`config.mk`:
```
export PLATFORM = sky130hd
export DESIGN_NAME = tone_monitor
export DESIGN_NICKNAME = d
export VERILOG_FILES = /design/src/rtl/tone_mon_pkg.sv /design/src/rtl/tone_mon_chan.sv /design/src/rtl/tone_monitor.sv
export SDC_FILE = /design/constraint.sdc
export NUM_CORES = 1
export LEC_CHECK = 0
export BUFFER_PORTS_ARGS = -buffer_cell sky130_fd_sc_hd__buf_2
export CAP_MARGIN = 20
export CORE_MARGIN = 2
export CORE_UTILIZATION = 50
export CTS_BUF_LIST = sky130_fd_sc_hd__clkbuf_16
export DETAILED_ROUTE_END_ITERATION = 12
export MAX_ROUTING_LAYER = met4
export PLACE_DENSITY = 0.68
export SYNTH_ARGS = -nofsm -noshare
export SYNTH_HDL_FRONTEND = slang
export SYNTH_SLANG_ARGS = --single-unit
```
`constraint.sdc`:
```
create_clock -name clk -period 3.2 [get_ports clk]
set_input_delay 0.32 -clock clk [delete_from_list [all_inputs] [get_ports clk]]
set_output_delay 0.32 -clock clk [all_outputs]
set_load 0.005 [all_outputs]
```
`src/rtl/tone_mon_pkg.sv`:
```
// Shared types, default limits and helpers for the tone monitor.
package tone_mon_pkg;

    typedef enum logic [1:0] {
        IDLE    = 2'd0,
        SETTLE  = 2'd1,
        MEASURE = 2'd2,
        DONE    = 2'd3
    } chan_state_t;

    // Default limits for a 16-sample tone of amplitude 1000
    localparam int DEF_MIN_PER = 12;
    localparam int DEF_MAX_PER = 20;
    localparam int DEF_MIN_AMP = 750;
    localparam int DEF_MAX_AMP = 1250;

    // Increment that sticks at max_val; callers cast to their own width
    function automatic logic [31:0] sat_inc(input logic [31:0] value,
                                            input logic [31:0] max_val);
        return (value >= max_val) ? max_val : value + 32'd1;
    endfunction

endpackage

```
`src/rtl/tone_mon_chan.sv`:
```
// One channel: zero-crossing detector with hysteresis, period/peak
// tracking, limit checks and the IDLE/SETTLE/MEASURE/DONE sequencer.
module tone_mon_chan
    import tone_mon_pkg::*;
#(
    parameter int WIDTH = 16,
    parameter int CNT_W = 12,
    parameter int ERR_W = 8,
    parameter int HYST  = 16
) (
    input  logic                    clk,
    input  logic                    rst_n,
    input  logic                    clr,
    input  logic                    start,
    input  logic                    smpl_vld,
    input  logic signed [WIDTH-1:0] smpl,
    input  logic [3:0]              skip_cnt,
    input  logic [CNT_W-1:0]        window,
    input  logic [CNT_W-1:0]        min_per,
    input  logic [CNT_W-1:0]        max_per,
    input  logic signed [WIDTH-1:0] min_amp,
    input  logic signed [WIDTH-1:0] max_amp,
    output chan_state_t             state,
    output logic                    no_cross,
    output logic [ERR_W-1:0]        freq_err,
    output logic [ERR_W-1:0]        ampl_err,
    output logic [CNT_W-1:0]        last_per,
    output logic signed [WIDTH-1:0] last_peak
);

    localparam logic [CNT_W-1:0]        PER_MAX  = '1;
    localparam logic [ERR_W-1:0]        ERR_MAX  = '1;
    localparam logic signed [WIDTH-1:0] NEG_HYST = WIDTH'(-HYST);

    logic                    armed;
    logic [CNT_W-1:0]        per_cnt;
    logic signed [WIDTH-1:0] peak;
    logic [CNT_W-1:0]        win_cnt;
    logic [3:0]              xing_cnt;

    // Run parameters held stable for the whole run
    logic [3:0]              skip_q;
    logic [CNT_W-1:0]        window_q;
    logic [CNT_W-1:0]        min_per_q;
    logic [CNT_W-1:0]        max_per_q;
    logic signed [WIDTH-1:0] min_amp_q;
    logic signed [WIDTH-1:0] max_amp_q;

    logic                    crossing;
    logic                    armed_nxt;
    logic [CNT_W-1:0]        per_nxt;
    logic signed [WIDTH-1:0] peak_nxt;
    logic                    per_bad;
    logic                    amp_bad;
    logic [CNT_W-1:0]        win_next;
    logic [3:0]              xing_next;

    assign win_next  = win_cnt + 1'b1;
    assign xing_next = xing_cnt + 4'd1;

    // Crossing detection, next period/peak values and limit evaluation
    always_comb begin
        crossing  = armed && !smpl[WIDTH-1];
        armed_nxt = armed;
        if (crossing)
            armed_nxt = 1'b0;
        else if (smpl <= NEG_HYST)
            armed_nxt = 1'b1;
        // The crossing sample starts the next period
        per_nxt  = crossing ? CNT_W'(1)
                            : CNT_W'(sat_inc(32'(per_cnt), 32'(PER_MAX)));
        peak_nxt = (crossing || (smpl > peak)) ? smpl : peak;
        // A saturated period counter never counts as in range
        per_bad  = (per_cnt == PER_MAX) || (per_cnt < min_per_q) || (per_cnt > max_per_q);
        amp_bad  = (peak < min_amp_q) || (peak > max_amp_q);
    end

    // Channel sequencer with tracking, checks and result registers
    always_ff @(posedge clk or negedge rst_n) begin
        if (!rst_n) begin
            state     <= IDLE;
            armed     <= 1'b0;
            per_cnt   <= '0;
            peak      <= '0;
            win_cnt   <= '0;
            xing_cnt  <= '0;
            skip_q    <= '0;
            window_q  <= '0;
            min_per_q <= '0;
            max_per_q <= '0;
            min_amp_q <= '0;
            max_amp_q <= '0;
            no_cross  <= 1'b0;
            freq_err  <= '0;
            ampl_err  <= '0;
            last_per  <= '0;
            last_peak <= '0;
        end else if (clr) begin
            state     <= IDLE;
            armed     <= 1'b0;
            per_cnt   <= '0;
            peak      <= '0;
            win_cnt   <= '0;
            xing_cnt  <= '0;
            skip_q    <= '0;
            window_q  <= '0;
            min_per_q <= '0;
            max_per_q <= '0;
            min_amp_q <= '0;
            max_amp_q <= '0;
            no_cross  <= 1'b0;
            freq_err  <= '0;
            ampl_err  <= '0;
            last_per  <= '0;
            last_peak <= '0;
        end else begin
            case (state)
                IDLE, DONE: begin
                    if (start) begin
                        skip_q    <= skip_cnt;
                        window_q  <= window;
                        min_per_q <= min_per;
                        max_per_q <= max_per;
                        min_amp_q <= min_amp;
                        max_amp_q <= max_amp;
                        armed     <= 1'b0;
                        per_cnt   <= '0;
                        peak      <= '0;
                        win_cnt   <= '0;
                        xing_cnt  <= '0;
                        no_cross  <= 1'b0;
                        freq_err  <= '0;
                        ampl_err  <= '0;
                        last_per  <= '0;
                        last_peak <= '0;
                        state     <= (skip_cnt == 4'd0) ? MEASURE : SETTLE;
                    end
                end
                SETTLE: begin
                    if (smpl_vld) begin
                        armed   <= armed_nxt;
                        per_cnt <= per_nxt;
                        peak    <= peak_nxt;
                        if (crossing)
                            xing_cnt <= xing_next;
                        // Reaching the skip count wins over a same-sample timeout
                        if (crossing && (xing_next == skip_q)) begin
                            state   <= MEASURE;
                            win_cnt <= '0;
                        end else if (win_next == window_q) begin
                            state    <= DONE;
                            no_cross <= 1'b1;
                        end else begin
                            win_cnt <= win_next;
                        end
                    end
                end
                MEASURE: begin
                    if (smpl_vld) begin
                        armed   <= armed_nxt;
                        per_cnt <= per_nxt;
                        peak    <= peak_nxt;
                        // Checks use the period that just closed, before the seed
                        if (crossing) begin
                            last_per  <= per_cnt;
                            last_peak <= peak;
                            if (per_bad)
                                freq_err <= ERR_W'(sat_inc(32'(freq_err), 32'(ERR_MAX)));
                            if (amp_bad)
                                ampl_err <= ERR_W'(sat_inc(32'(ampl_err), 32'(ERR_MAX)));
                        end
                        win_cnt <= win_next;
                        if (win_next == window_q)
                            state <= DONE;
                    end
                end
                default: state <= IDLE;
            endcase
        end
    end

endmodule

```
`src/rtl/tone_monitor.sv`:
```
// Multi-channel tone checker: one tone_mon_chan per channel, packed
// result buses, shared busy and an end-of-run done pulse.
module tone_monitor
    import tone_mon_pkg::*;
#(
    parameter int NUM_CH = 2,
    parameter int WIDTH  = 16,
    parameter int CNT_W  = 12,
    parameter int ERR_W  = 8,
    parameter int HYST   = 16
) (
    input  logic                      clk,
    input  logic                      rst_n,
    input  logic                      smpl_vld,
    input  logic [NUM_CH*WIDTH-1:0]   smpl,
    input  logic                      start,
    input  logic                      clr,
    input  logic [3:0]                skip_cnt,
    input  logic [CNT_W-1:0]          window,
    input  logic [CNT_W-1:0]          min_per,
    input  logic [CNT_W-1:0]          max_per,
    input  logic signed [WIDTH-1:0]   min_amp,
    input  logic signed [WIDTH-1:0]   max_amp,
    output logic                      busy,
    output logic                      done,
    output logic [NUM_CH-1:0]         no_cross,
    output logic [NUM_CH*ERR_W-1:0]   freq_err,
    output logic [NUM_CH*ERR_W-1:0]   ampl_err,
    output logic [NUM_CH*CNT_W-1:0]   last_per,
    output logic [NUM_CH*WIDTH-1:0]   last_peak
);

    chan_state_t       chan_state [NUM_CH];
    logic [NUM_CH-1:0] chan_active;
    logic              start_ok;
    logic              busy_q;

    // A run may only begin when every channel is idle or finished
    assign start_ok = start && !busy;
    assign busy     = |chan_active;

    for (genvar i = 0; i < NUM_CH; i++) begin : g_chan
        assign chan_active[i] = (chan_state[i] == SETTLE) || (chan_state[i] == MEASURE);

        tone_mon_chan #(
            .WIDTH (WIDTH),
            .CNT_W (CNT_W),
            .ERR_W (ERR_W),
            .HYST  (HYST)
        ) u_chan (
            .clk       (clk),
            .rst_n     (rst_n),
            .clr       (clr),
            .start     (start_ok),
            .smpl_vld  (smpl_vld),
            .smpl      ($signed(smpl[i*WIDTH +: WIDTH])),
            .skip_cnt  (skip_cnt),
            .window    (window),
            .min_per   (min_per),
            .max_per   (max_per),
            .min_amp   (min_amp),
            .max_amp   (max_amp),
            .state     (chan_state[i]),
            .no_cross  (no_cross[i]),
            .freq_err  (freq_err[i*ERR_W +: ERR_W]),
            .ampl_err  (ampl_err[i*ERR_W +: ERR_W]),
            .last_per  (last_per[i*CNT_W +: CNT_W]),
            .last_peak (last_peak[i*WIDTH +: WIDTH])
        );
    end

    // done pulses one cycle after busy falls, i.e. after the last channel finishes
    always_ff @(posedge clk or negedge rst_n) begin
        if (!rst_n) begin
            busy_q <= 1'b0;
            done   <= 1'b0;
        end else if (clr) begin
            busy_q <= 1'b0;
            done   <= 1'b0;
        end else begin
            busy_q <= busy;
            done   <= busy_q && !busy;
        end
    end

endmodule

```
==> summary.md, run 1 <==
| Metric | Value |
|---|---|
| Status | finished clean |
| Clock Latency Late Sink | 0.55 ns |
| Layout cell share with drive strength beyond 1 | 15.6% |
| Seq/Total Area, Yosys | roughly 44% |
| CP startpoint kind | flop |
| Yosys reg bits | 330 |
| MaxCap Viol Count | 0 |
| Number of CTS-inserted buffers | 38 |
| Worst-Margin Slew | 0.961 ns |
| Cell with the most instances after synthesis | dfrtp_1 |
| RSZ-0062 raised after global routing | no |
| Synth Flop Type | dfrtp_1 |
| Setup TNS | 0 ns |
| Max-slew violation count | 0 |
| Post-route minimum period | slightly below 3 ns |
| DP Cell Count | 2538 |
| Static leakage | 10.5 nW |
| Area Overhead vs Synth | 16.3% |
| Slowest CP cell | or4_4 |
| Reg2Reg Setup Slack | around 0.31 ns |
| Largest net degree at the start of global routing | about 150 |
| Period utilisation layout | between 90% and 100% |
| HP Class | input pin to flop |
| Post-synth top cells | dfrtp_1 (330), inv_1 (178), a22o_1 (168) |
| Synth cell types | 71 |
| Critical path, cell by cell | ha_1 -> and3_1 -> nand4_1 -> or3b_2 -> o31a_1 -> or4_4 -> nor3b_2 -> o22a_1 |
| Fmax | roughly 350 MHz |
| Yosys top cell by area | dfrtp_1 |
| Mux contribution to synthesized area | about 1.6% |
| Post-DRT Antenna Nets | 0 |
| Core area | 36700 um2 |
| Post-Synth Adder-Cell Area | between 10% and 20% |
| Number of synthesized flops with an enable pin | 0 |
| Nets@finish | roughly 2400 |
| Antenna violations before repair | 3 |
| Synth Area in XOR/XNOR | under 10% |
| Io pins | 201 |
| Die height | about 200 um |
| CP top delay family | simple AND/OR/NAND/NOR gates |
| Mapped Area | 18700 um2 |
| Synth Instances | between 1500 and 2000 |
| Post-Synth Simple-Gate Area | a little over an eighth |
| Fillers | 3157 |
| Final Skew | 0.0250 ns |
| Compound-Gate Fraction of Synth Area | roughly 23% |
| FP Rows | 70 |
| Fin cells | 2628 |
| Starting DRT DRC Count | roughly 940 |
| Final hold vios | 0 |
| Async S/R FF share, synth | 100% |
| Synthesized Nets | between 2000 and 2500 |
| P per Cell Area | approximately 670 nW/um2 |
| Total grt overflow | 0 |
| Main combinational cell family by area after synthesis | compound AO/OA/AOI/OAI gates |
| Syn_area_per_cell | roughly 9.7 um2 |
| First-pass GRT wire length | between 80000 and 90000 um |
| Peak VDD IR | 0.419 mV |
| Buffers on Ports | 200 |
| Slew headroom | 35.4% |
| WS Path Type | flop to flop |
| Drc violations | 0 |
| DR WL/cell | 18.9 um |
| Die ar. | just under 40000 um2 |
| H-Tree Level Count | 2 |
| Synth warnings | 0 |
| Synth top area cells | dfrtp_1 (44%), ha_1 (10%), a22o_1 (7.9%), inv_1 (3.6%), nand2_1 (3.3%) |
| Tot Pwr | around 15 mW |
| All-Layer GR Usage | around a quarter |
| Final HPWL DP | roughly 37000 um |
| Critical Path AT | between 3 and 4 ns |
| CP Capture Type | flop |
| Die Span X | around 200 um |
| CP peak stage delay | roughly 0.56 ns |
| Via-to-Cell Ratio | 5.95 |
| TritonCTS clock tree | built |
| CTS clock-pin slew for the worst setup and hold paths | roughly 0.060 ns |
| CTS sink count | 330 |
| Vias | between 15000 and 20000 |
| Top cell type's share of synthesized area | 44.2% |
| Initial Utilization | between 50% and 60% |
| Vias in the first global route | roughly 15000 |
| CP Buf/Inv Count | 0 |
| Final core utilization | around three fifths |
| RD Place Congestion | approximately 0.93 |
| Clk root buf | clkbuf_16 |
| Critical Path Fanout Max | 8 |
| WP data required | roughly 3.7 ns |
| Drt total wl | around 50000 um |
| Final setup viols | 0 |
| DR pass1 iterations | 5 |
| Clk buf depth | 3 |
==> layer usage <==
layer	vias up	global-route usage [%]	share of wire (%)	wire length (um)
met4	0	8.02	2.6	1300
met3	82	3.89	5.0	2480
met5	-	-	0	0
met2	430	41.9	47	23400
li1	7494	-	-	-
met1	7639	35.6	45	22400
==> layout make-up <==
type / count / area, um2 / share of cell area (%)
multi-input cells: 1320 / 9380 / 43.2
flip-flops and latches: 330 / 8260 / 38.0
well taps: 468 / 586 / 2.70
repair buffers: 261 / 1560 / 7.21
clock buffers: 39 / 976 / 4.50
diodes: 4 / 10.0 / 0.0461
clock inverters: 28 / 259 / 1.19
inverters: 178 / 668 / 3.08
==> timing repair <==
item                                   CTS  global route
endpoints found under the hold margin   90             0
resized for setup                        0             1
hold buffers                            18             0
setup endpoints to repair                0             1
buffers inserted                         0             0
==> cell families after synthesis <==
group | Yosys count
adders and majority gates | 156
AOI/OAI and AO/OA | 595
and+or+nand+nor | 499
muxes | 30
DFF | 330
xor gates and xnor gates | 40
buffers and inverters | 280
==> registers in the layout, summed over array words and instances (netlist names) <==
signal	cells
g_chan.u_chan.win_cnt	24
g_chan.u_chan.max_amp_q	32
g_chan.u_chan.window_q	24
g_chan.u_chan.peak	32
busy_q	1
g_chan.u_chan.xing_cnt	8
g_chan.u_chan.armed	2
g_chan.u_chan.min_per_q	24
g_chan.u_chan.last_per	24
g_chan.u_chan.max_per_q	24
g_chan.u_chan.freq_err	16
g_chan.u_chan.last_peak	32
done	1
g_chan.u_chan.state	4
g_chan.u_chan.per_cnt	24
g_chan.u_chan.no_cross	2
g_chan.u_chan.min_amp_q	32
g_chan.u_chan.skip_q	8
g_chan.u_chan.ampl_err	16
==> stage by stage <==
stage | hold WS (ns) | instance area [um2] | setup WS [ns]
floorplan | 0.0244 | 18700 | 0.525
global placement | 0.312 | 20300 | 0.242
detailed placement | 0.320 | 20300 | 0.132
CTS | 0.000128 | 21700 | 0.115
global route | 0.0105 | 21700 | 0.0747
finish | 0.0195 | 21700 | 0.313
==> layout by cell type, fill, tap and decap left out, types with 11 or more instances in the layout <==
cell	instances
nor2b_1	24
nand2_1	166
mux2i_1	24
buf_4	39
xnor2_1	24
nor3_1	24
nand2b_1	12
o21ai_0	104
nor2_1	59
a22o_1	168
dlygate4sd3_1	18
o31ai_1	69
ha_1	156
inv_1	180
nand4_1	40
and3_1	34
a31oi_1	16
clkinv_2	11
a21oi_1	114
clkbuf_16	39
buf_2	199
o41ai_1	11
a21o_1	25
xor2_1	14
nand3_1	82
dfrtp_1	330
==> path summary, 6_finish.rpt <==
| path | from | cells after the start | endpoint |
|---|---|---|---|
| worst max-delay path | g_chan[0].u_chan.win_cnt[0] | 8 | g_chan[0].u_chan.no_cross |
| worst min-delay path | window[3] | 2 | g_chan[0].u_chan.window_q[3] |
| worst max register to register | g_chan[0].u_chan.win_cnt[0] | 8 | g_chan[0].u_chan.no_cross |
| worst min register to register | g_chan[0].u_chan.last_per[6] | 2 | g_chan[0].u_chan.last_per[6] |
| max in group asynchronous | rst_n | 3 | g_chan[0].u_chan.ampl_err[2] |
| min in group asynchronous | rst_n | 2 | g_chan[1].u_chan.last_peak[11] |
==> power breakdown <==
part / internal [mW] / total, mW / switching, mW
clock: 2.61 / 4.38 / 1.77
combinational: 1.96 / 5.07 / 3.11
sequential: 4.74 / 5.20 / 0.456
total: 9.31 / 14.6 / 5.34
==> worst register-to-register path, cell delays in order, from the launching register on <==
cell     delay [ns]
dfrtp_1        0.47
ha_1           0.31
and3_1         0.38
nand4_1        0.16
or3b_2         0.48
o31a_1         0.14
or4_4          0.56
nor3b_2        0.17
o22a_1         0.16
(Power assumes the default switching activity.)
==> inputs of run 2 (changes only) <==
PLACE_DENSITY = 0.67   (was 0.68)
RECOVER_POWER = 25   (was not set)
SYNTH_HIERARCHICAL = 1   (was not set)
==> run 2 against run 1 <==
Against the previous run:
- the flow now finishes with violations (max-capacitance violations, max-slew violations)
- non-clock buffer count is 2 higher
- critical endpoint is now g_chan[0].u_chan/peak[6]
- setup slack worse by 0.20 ns
- power up 6.3%
- sequential share of layout area fell by 1.5 points
- sequential cell count stayed put
- sequential power barely moved
- first-iteration DRC count up 18%
- register-to-register slack lost 0.20 ns
- utilization down 0.62 points
==> summary.md, run 2 <==
| Metric | Value |
|---|---|
| Status | complete, but fails checks |
| Failing checks | max-capacitance violations, max-slew violations |
| Final HPWL DP | 39700 um (+8.5%) |
| WS Path Type | flop to flop |
| Final hold vios | 0 (unchanged) |
| Max-slew violation count | 138 (+138) |
| Fmax | 324 MHz (-6.5%) |
| Number of CTS-inserted buffers | 38 (unchanged) |
| Most common cell after layout, fill and taps aside | nand2_1 |
| Area Overhead vs Synth | 15.6% |
| Die Span X | 202 um (+2.4%) |
| RD Place Congestion | 0.926 (-0.58%) |
| Hold_ws | 0.0228 ns (+0.00333 ns) |
| CP Capture Type | flop |
| Period utilisation layout | 96.5% (+6.3 points) |
| Cell with the most instances after synthesis | nand2_1 |
| Core area | 38600 um2 (+5.3%) |
| Share of total power in the clock network | 28.2% (-1.7 points) |
| Post-synth top cells | nand2_1 (490), dfrtp_1 (330), a21oi_1 (248) |
| Mapped Area | 19600 um2 (+4.9%) |
| Nets@finish | 2714 (+13%) |
| Hold wc startpoint | max_amp[10] |
| Synth cell types | 90 (+27%) |
| FP Rows | 72 (+2.9%) |
| Peak VDD IR | 0.403 mV (-3.9%) |
| Final instance area | 22600 um2 (+4.2%) |
| CTS clock-pin slew for the worst setup and hold paths | 0.06 ns (about the same) |
| P per Cell Area | 688 nW/um2 (+2.0%) |
| Critical path, cell by cell | xnor2_1 -> and3_2 -> and2_2 -> or3_1 -> nand2_1 -> o211a_1 -> a211o_1 -> mux2i_1 |
| CTS sink count | 330 (unchanged) |
| Io pins | 201 (unchanged) |
| Clock Latency Late Sink | 0.56 ns (about the same) |
| Vias | 17300 (+11%) |
| Initial Utilization | 50.7% (-0.22 points) |
| All-Layer GR Usage | 27.7% (+1.1 points) |
| Worst-Margin Slew | 2.50 ns (+1.54 ns) |
| Drc violations | 0 (unchanged) |
| Reg2Reg Setup Slack | 0.11 ns (-0.20 ns) |
| Slew headroom | -66.8% (-100 points) |
| Synth Instances | 2255 (+17%) |
| Drt total wl | 54600 um (+10%) |
| Top cell type's share of synthesized area | 42.2% (-2.0 points) |
| Slowest CP cell | a211o_1 |
| Synth top area cells | dfrtp_1 (42%), ha_1 (10%), nand2_1 (9.4%), a21oi_1 (6.3%), inv_1 (3.4%) |
| WP data required | 3.67 ns (-0.02 ns) |
| Post-route minimum period | 3.09 ns (+0.200 ns) |
| Internal power | 9.54 mW (+2.4%) |
| MaxCap Viol Count | 2 (+2) |
| RR Startpoint | g_chan[0].u_chan/state[1] |
| Synth Flop Type | dfrtp_1 |
| NetSw | 6.03 mW (+13%) |
| Clk root buf | clkbuf_16 |
| FF-to-FF path depth | 8 (unchanged) |
| TritonCTS clock tree | built |
| Static leakage | 10.5 nW (about the same) |
| First-pass GRT wire length | 89200 um (+11%) |
| Most frequent cells in the layout | nand2_1 (488), dfrtp_1 (330), a21oi_1 (248) |
| Total grt overflow | 0 (unchanged) |
| Die ar. | 40700 um2 (+4.8%) |
| Post-DRT Antenna Nets | 0 (unchanged) |
| Number of synthesized flops with an enable pin | 0 (unchanged) |
| RSZ-0062 raised after global routing | no |
| CP startpoint kind | flop |
| Cell count of the worst hold path | 3 (+1) |
| Hold EP | g_chan[0].u_chan/max_amp_q[10] |
| Critical Path AT | 3.55 ns (+0.17 ns) |
| Async S/R FF share, synth | 100% (unchanged) |
| Die height | 202 um (+2.4%) |
| Yosys reg bits | 330 (unchanged) |
| Area post-placement | 21200 um2 (+4.6%) |
| HP Class | input pin to flop |
| Seq pwr share | 33.4% (-2.1 points) |
| Buffers on Ports | 200 (unchanged) |
| Synthesized Nets | 2520 (+15%) |
| CP peak stage delay | 0.68 ns (+0.12 ns) |
| Layout cell share with drive strength beyond 1 | 13.7% (-2.0 points) |
| H-Tree Level Count | 2 (unchanged) |
| Switching Share | 38.7% (+2.3 points) |
| Yosys top cell by area | dfrtp_1 |
| Syn_area_per_cell | 8.68 um2 (-10%) |
| Via-to-Cell Ratio | 5.78 (-3.0%) |
| Antenna violations before repair | 4 (+1) |
| Starting DRT DRC Count | 1101 (+18%) |
| Largest net degree at the start of global routing | 102 (-30%) |
| Critical Path Fanout Max | 15 (+7) |
| DR WL/cell | 18.2 um (-3.6%) |
| Synth warnings | 6 (+6) |
| Setup TNS | 0 ns (unchanged) |
| Vias in the first global route | 17300 (+13%) |
| Comb power frac | 38.4% (+3.8 points) |
| Final setup viols | 0 (unchanged) |
| Final Skew | 0.0281 ns (+0.00312 ns) |
| Critical R2R Capture | g_chan[0].u_chan/peak[6] |
| Clk buf depth | 3 (unchanged) |
| DR pass1 iterations | 7 (+2) |
| Seq/Total Area, Yosys | 42.2% (-2.0 points) |
==> run 2: critical path: cells and delay by family, from the launching register on <==
family	cells	cell delay [ns]
AO/OA/AOI/OAI	2	0.85
XOR/XNOR	1	0.22
flip-flops	1	0.42
multiplexers	1	0.28
AND/OR/NAND/NOR	4	1.23
==> run 2: area by class of cell <==
type	count	area, um2
Fill cell	3541	16000
Multi-Input combinational cell	1638	10200
Sequential cell	330	8260
Timing Repair Buffer	263	1570
Clock buffer	39	976
Inverter	178	668
Tap cell	518	648
Clock inverter	30	258
Antenna cell	6	15.0
==> run 2: worst max-delay path by stage <==
stage	start	endpoint	slack [ns]	depth (start not counted)
after floorplan	g_chan[0].u_chan/per_cnt[5]	g_chan[0].u_chan/freq_err[0]	0.60	9
after global placement	g_chan[0].u_chan/state[1]	g_chan[0].u_chan/freq_err[0]	0.14	9
after detailed placement	g_chan[0].u_chan/state[1]	g_chan[0].u_chan/freq_err[0]	0.08	9
after CTS	g_chan[0].u_chan/state[1]	g_chan[0].u_chan/freq_err[0]	0.06	9
after global routing	g_chan[0].u_chan/state[1]	g_chan[0].u_chan/ampl_err[0]	0.02	10
final	g_chan[0].u_chan/state[1]	g_chan[0].u_chan/peak[6]	0.11	8
==> run 2: repair_timing <==
item                                    4_1_cts  5_1_grt
resized for setup                             0        0
endpoints found under the setup margin        0        1
endpoints found under the hold margin       111        0
hold buffers                                 17        0
buffers inserted                              0        0
==> run 2: power by group through the flow <==
stage / sequential, mW / clock, mW / combinational (mW)
final: 5.20 / 4.38 / 5.98
after global routing: 5.27 / 4.66 / 6.76
after CTS: 5.20 / 4.49 / 5.93
after detailed placement: 5.27 / 0 / 5.88
after global placement: 5.25 / 0 / 5.73
after floorplan: 5.11 / 0 / 4.26
==> run 2: logic make-up (layout without fill, tap and decap cells) <==
kind of cell    count (synthesis)  count (layout)  share of synthesized area (%)
other cells                     0               6                              0
flops                         330             330                           42.2
compound gates                591             591                           18.9
mux                            28              28                           1.47
xor+xnor                       45              45                           2.09
buf+inv                       288             510                           5.77
simple gates                  817             818                           19.6
fa+ha+maj                     156             156                           9.97
==> run 2: metrics by stage <==
step / worst slack [ns] / power [mW] / util [%] / instances
2_1_floorplan: 0.599 / 9.37 / - / 2255
3_3_place_gp: 0.136 / 11.0 / 54.9 / 2909
3_5_place_dp: 0.0784 / 11.2 / 54.9 / 2909
4_1_cts: 0.0575 / 15.6 / 58.5 / 2995
5_1_grt: 0.0210 / 16.7 / 58.5 / 3000
6_report: 0.112 / 15.6 / 58.5 / 3002
==> run 2: per-layer routing <==
layer	vias up	GRT usage [%]	wire, um
met5	-	-	0
met4	0	8.09	1370
met3	93	4.63	3280
met2	465	45.0	26100
met1	8484	35.7	23800
li1	8300	-	-
==> inputs of run 3 (changes only) <==
CELL_PAD_IN_SITES_DETAIL_PLACEMENT = 0   (was not set)
CELL_PAD_IN_SITES_GLOBAL_PLACEMENT = 2   (was not set)
CORE_UTILIZATION = 38   (was 50)
PLACE_DENSITY = 0.79   (was 0.67)
SYNTH_HIERARCHICAL = not set   (was 1)
==> run 3 against run 2 <==
Against the previous run:
- the flow still finishes with violations (max-capacitance violations, max-slew violations)
- wire length grew 1.2%
- register-to-register slack gained 0.14 ns
- maximum frequency grew 4.8%
- hold slack gained 0.010 ns
- global-route usage shrank 4.9 points
- count of clock-buffer cells in the layout grew 3
- sequential power is essentially flat
- die area grew 25%
- final area is essentially flat
- critical endpoint is now g_chan[1].u_chan.ampl_err[0]
- highest routed layer unchanged
==> summary.md, run 3 (synthesized netlist as in run 1, its figures left out) <==
| Metric | Value |
|---|---|
| Via-to-Cell Ratio | 5.46 (-5.5%) |
| Area Overhead vs Synth | 21.1% |
| Clk root buf | clkbuf_16 |
| Period utilisation layout | 92.0% (-4.5 points) |
| Antenna violations before repair | 6 (+2) |
| Fin cells | 2891 (-3.7%) |
| DP Cell Count | 2751 (-5.4%) |
| GRT busiest layer | met2 |
| Grt met3 use | 3.03% (-1.6 points) |
| Vias | 15800 (-9.0%) |
| Critical Path AT | 3.40 ns (-0.15 ns) |
| NetSw | 5.57 mW (-7.6%) |
| Internal power | 9.64 mW (+1.0%) |
| CP Capture Type | flop |
| MaxCap Viol Count | 1 (-1) |
| Starting DRT DRC Count | 1107 (+0.54%) |
| RSZ-0062 raised after global routing | no |
| WP data required | 3.65 ns (-0.02 ns) |
| Drc violations | 0 (unchanged) |
| Io pins | 201 (unchanged) |
| Fillers | 4625 (+31%) |
| Setup TNS | 0 ns (unchanged) |
| Die Span X | 226 um (+12%) |
| Worst-Margin Slew | 1.69 ns (-0.814 ns) |
| CP top delay family | compound AO/OA/AOI/OAI gates |
| DR WL/cell | 19.1 um (+5.1%) |
| CP Buf/Inv Count | 0 (unchanged) |
| Post-route minimum period | 2.94 ns (-0.143 ns) |
| Total grt overflow | 0 (unchanged) |
| Nets@finish | 2459 (-9.4%) |
| Final Skew | 0.0322 ns (+0.00417 ns) |
| Clock Latency Late Sink | 0.57 ns (about the same) |
| Die ar. | 50900 um2 (+25%) |
| Drt total wl | 55200 um (+1.2%) |
| Number of CTS-inserted buffers | 41 (+7.9%) |
| Status | complete, but fails checks |
| Layout cell share with drive strength beyond 1 | 15.8% (+2.1 points) |
| HP Class | input pin to flop |
| RD Place Congestion | 0.908 (-2.0%) |
| FP Rows | 81 (+13%) |
| H-Tree Level Count | 2 (unchanged) |
| Failing checks | max-capacitance violations, max-slew violations |
| Die height | 226 um (+12%) |
| All-Layer GR Usage | 22.8% (-4.9 points) |
| Seq pwr share | 34.2% (+0.8 points) |
| Comb power frac | 34.7% (-3.7 points) |
| Most common cell after layout, fill and taps aside | dfrtp_1 |
| Switching Share | 36.6% (-2.1 points) |
| CP startpoint kind | flop |
| Largest net degree at the start of global routing | 73 (-28%) |
| CTS clock-pin slew for the worst setup and hold paths | 0.06 ns (about the same) |
| Setup Buffers After CTS | 0 (unchanged) |
| Critical path launch point | g_chan[1].u_chan.peak[11] |
| Critical Path Fanout Max | 8 (-7) |
| Post-DRT Antenna Nets | 0 (unchanged) |
| Max-slew violation count | 63 (-54%) |
| WS Path Type | flop to flop |
| First-pass GRT wire length | 88900 um (-0.39%) |
| TritonCTS clock tree | built |
| Most frequent cells in the layout | dfrtp_1 (330), buf_2 (199), inv_1 (183) |
| Peak VDD IR | 0.443 mV (+10%) |
| Fmax | 340 MHz (+4.8%) |
| Initial Utilization | 38.3% (-12 points) |
| M2 GR Usage | 35.5% (-9.6 points) |
| Final instance area | 22600 um2 (about the same) |
| Slew headroom | -12.5% (+54 points) |
| Slowest CP cell | o311ai_0 |
| Final hold vios | 0 (unchanged) |
| CTS sink count | 330 (unchanged) |
| DR pass1 iterations | 5 (-2) |
| Setup WS pre-CTS | 0.142 ns (+0.0641 ns) |
| Area post-placement | 20700 um2 (-2.6%) |
| P per Cell Area | 672 nW/um2 (-2.3%) |
| Static leakage | 10.8 nW (+2.9%) |
| Core area | 48700 um2 (+26%) |
| Met1 Track Usage GR | 30.3% (-5.4 points) |
| Critical path, cell by cell | ha_1 -> nand3_1 -> nor2_1 -> o311ai_0 -> a21o_1 -> o41ai_1 -> a21oi_2 -> mux2_2 |
| Tot Pwr | 15.2 mW (-2.3%) |
| Buffers on Ports | 200 (unchanged) |
| Share of total power in the clock network | 31.0% (+2.8 points) |
| Reg2Reg Setup Slack | 0.26 ns (+0.14 ns) |
| Final worst-path setup slack | 0.255 ns (+0.143 ns) |
| Vias in the first global route | 15800 (-8.6%) |
| Final setup viols | 0 (unchanged) |
| Clk buf depth | 3 (unchanged) |
| Hold wc startpoint | smpl[8] |
| RR Startpoint | g_chan[1].u_chan.peak[11] |
| Final HPWL DP | 40700 um (+2.6%) |
| CP peak stage delay | 0.73 ns (+0.05 ns) |
-- run 3: area by class of cell --
type                            instances  area [um2]  share of cell area, %
Sequential cell                       330        8260                   36.5
Clock inverter                         29         289                   1.28
Tap cell                              664         831                   3.67
Inverter                              178         668                   2.95
Antenna cell                            5        12.5                 0.0553
Clock buffer                           42        1050                   4.65
Timing Repair Buffer                  323        2120                   9.36
Multi-Input combinational cell       1320        9390                   41.5
-- run 3: power groups by stage --
stage / registers [mW] / clock network (mW) / logic (mW)
global placement: 5.27 / 0 / 5.18
global route: 5.29 / 5.00 / 5.93
detailed placement: 5.28 / 0 / 5.22
finish: 5.21 / 4.71 / 5.28
CTS: 5.21 / 4.87 / 5.32
floorplan: 5.10 / 0 / 3.59
-- run 3: worst reg2reg max path: stages (launching register included) --
cell and delay, ns:
dfrtp_1 0.42, ha_1 0.31, nand3_1 0.22, nor2_1 0.08, o311ai_0 0.73, a21o_1 0.19, o41ai_1 0.10, a21oi_2 0.41
mux2_2 0.38
-- run 3: final timing paths --
path | cells after the start | end
max in group asynchronous | 3 | g_chan[0].u_chan.ampl_err[1]
max | 8 | g_chan[1].u_chan.ampl_err[0]
min reg2reg | 2 | g_chan[0].u_chan.last_per[6]
min in group asynchronous | 2 | g_chan[1].u_chan.peak[11]
max reg2reg | 8 | g_chan[1].u_chan.ampl_err[0]
min | 3 | g_chan[0].u_chan.peak[8]
-- run 3: what timing repair did --
| item | in CTS | in global routing |
|---|---|---|
| setup endpoints to repair | 0 | 1 |
| hold buffers | 63 | 0 |
| hold endpoints to repair | 163 | 0 |
| resized for setup | 0 | 1 |
-- run 3: metal layers --
layer / up-vias / wire length (um) / part of all wire [%]
li1: 7633 / - / -
met2: 355 / 25600 / 46
met4: 0 / 1840 / 3.3
met3: 103 / 2100 / 3.8
met1: 7691 / 25700 / 46
met5: - / 0 / 0
-- run 3: per-stage QoR --
stage,hold slack [ns],utilization [%]
2_1_floorplan,0.0244,-
3_3_place_gp,0.313,42.4
3_5_place_dp,0.309,42.4
4_1_cts,0.000456,46.4
5_1_grt,0.0216,46.4
6_report,0.0329,46.4
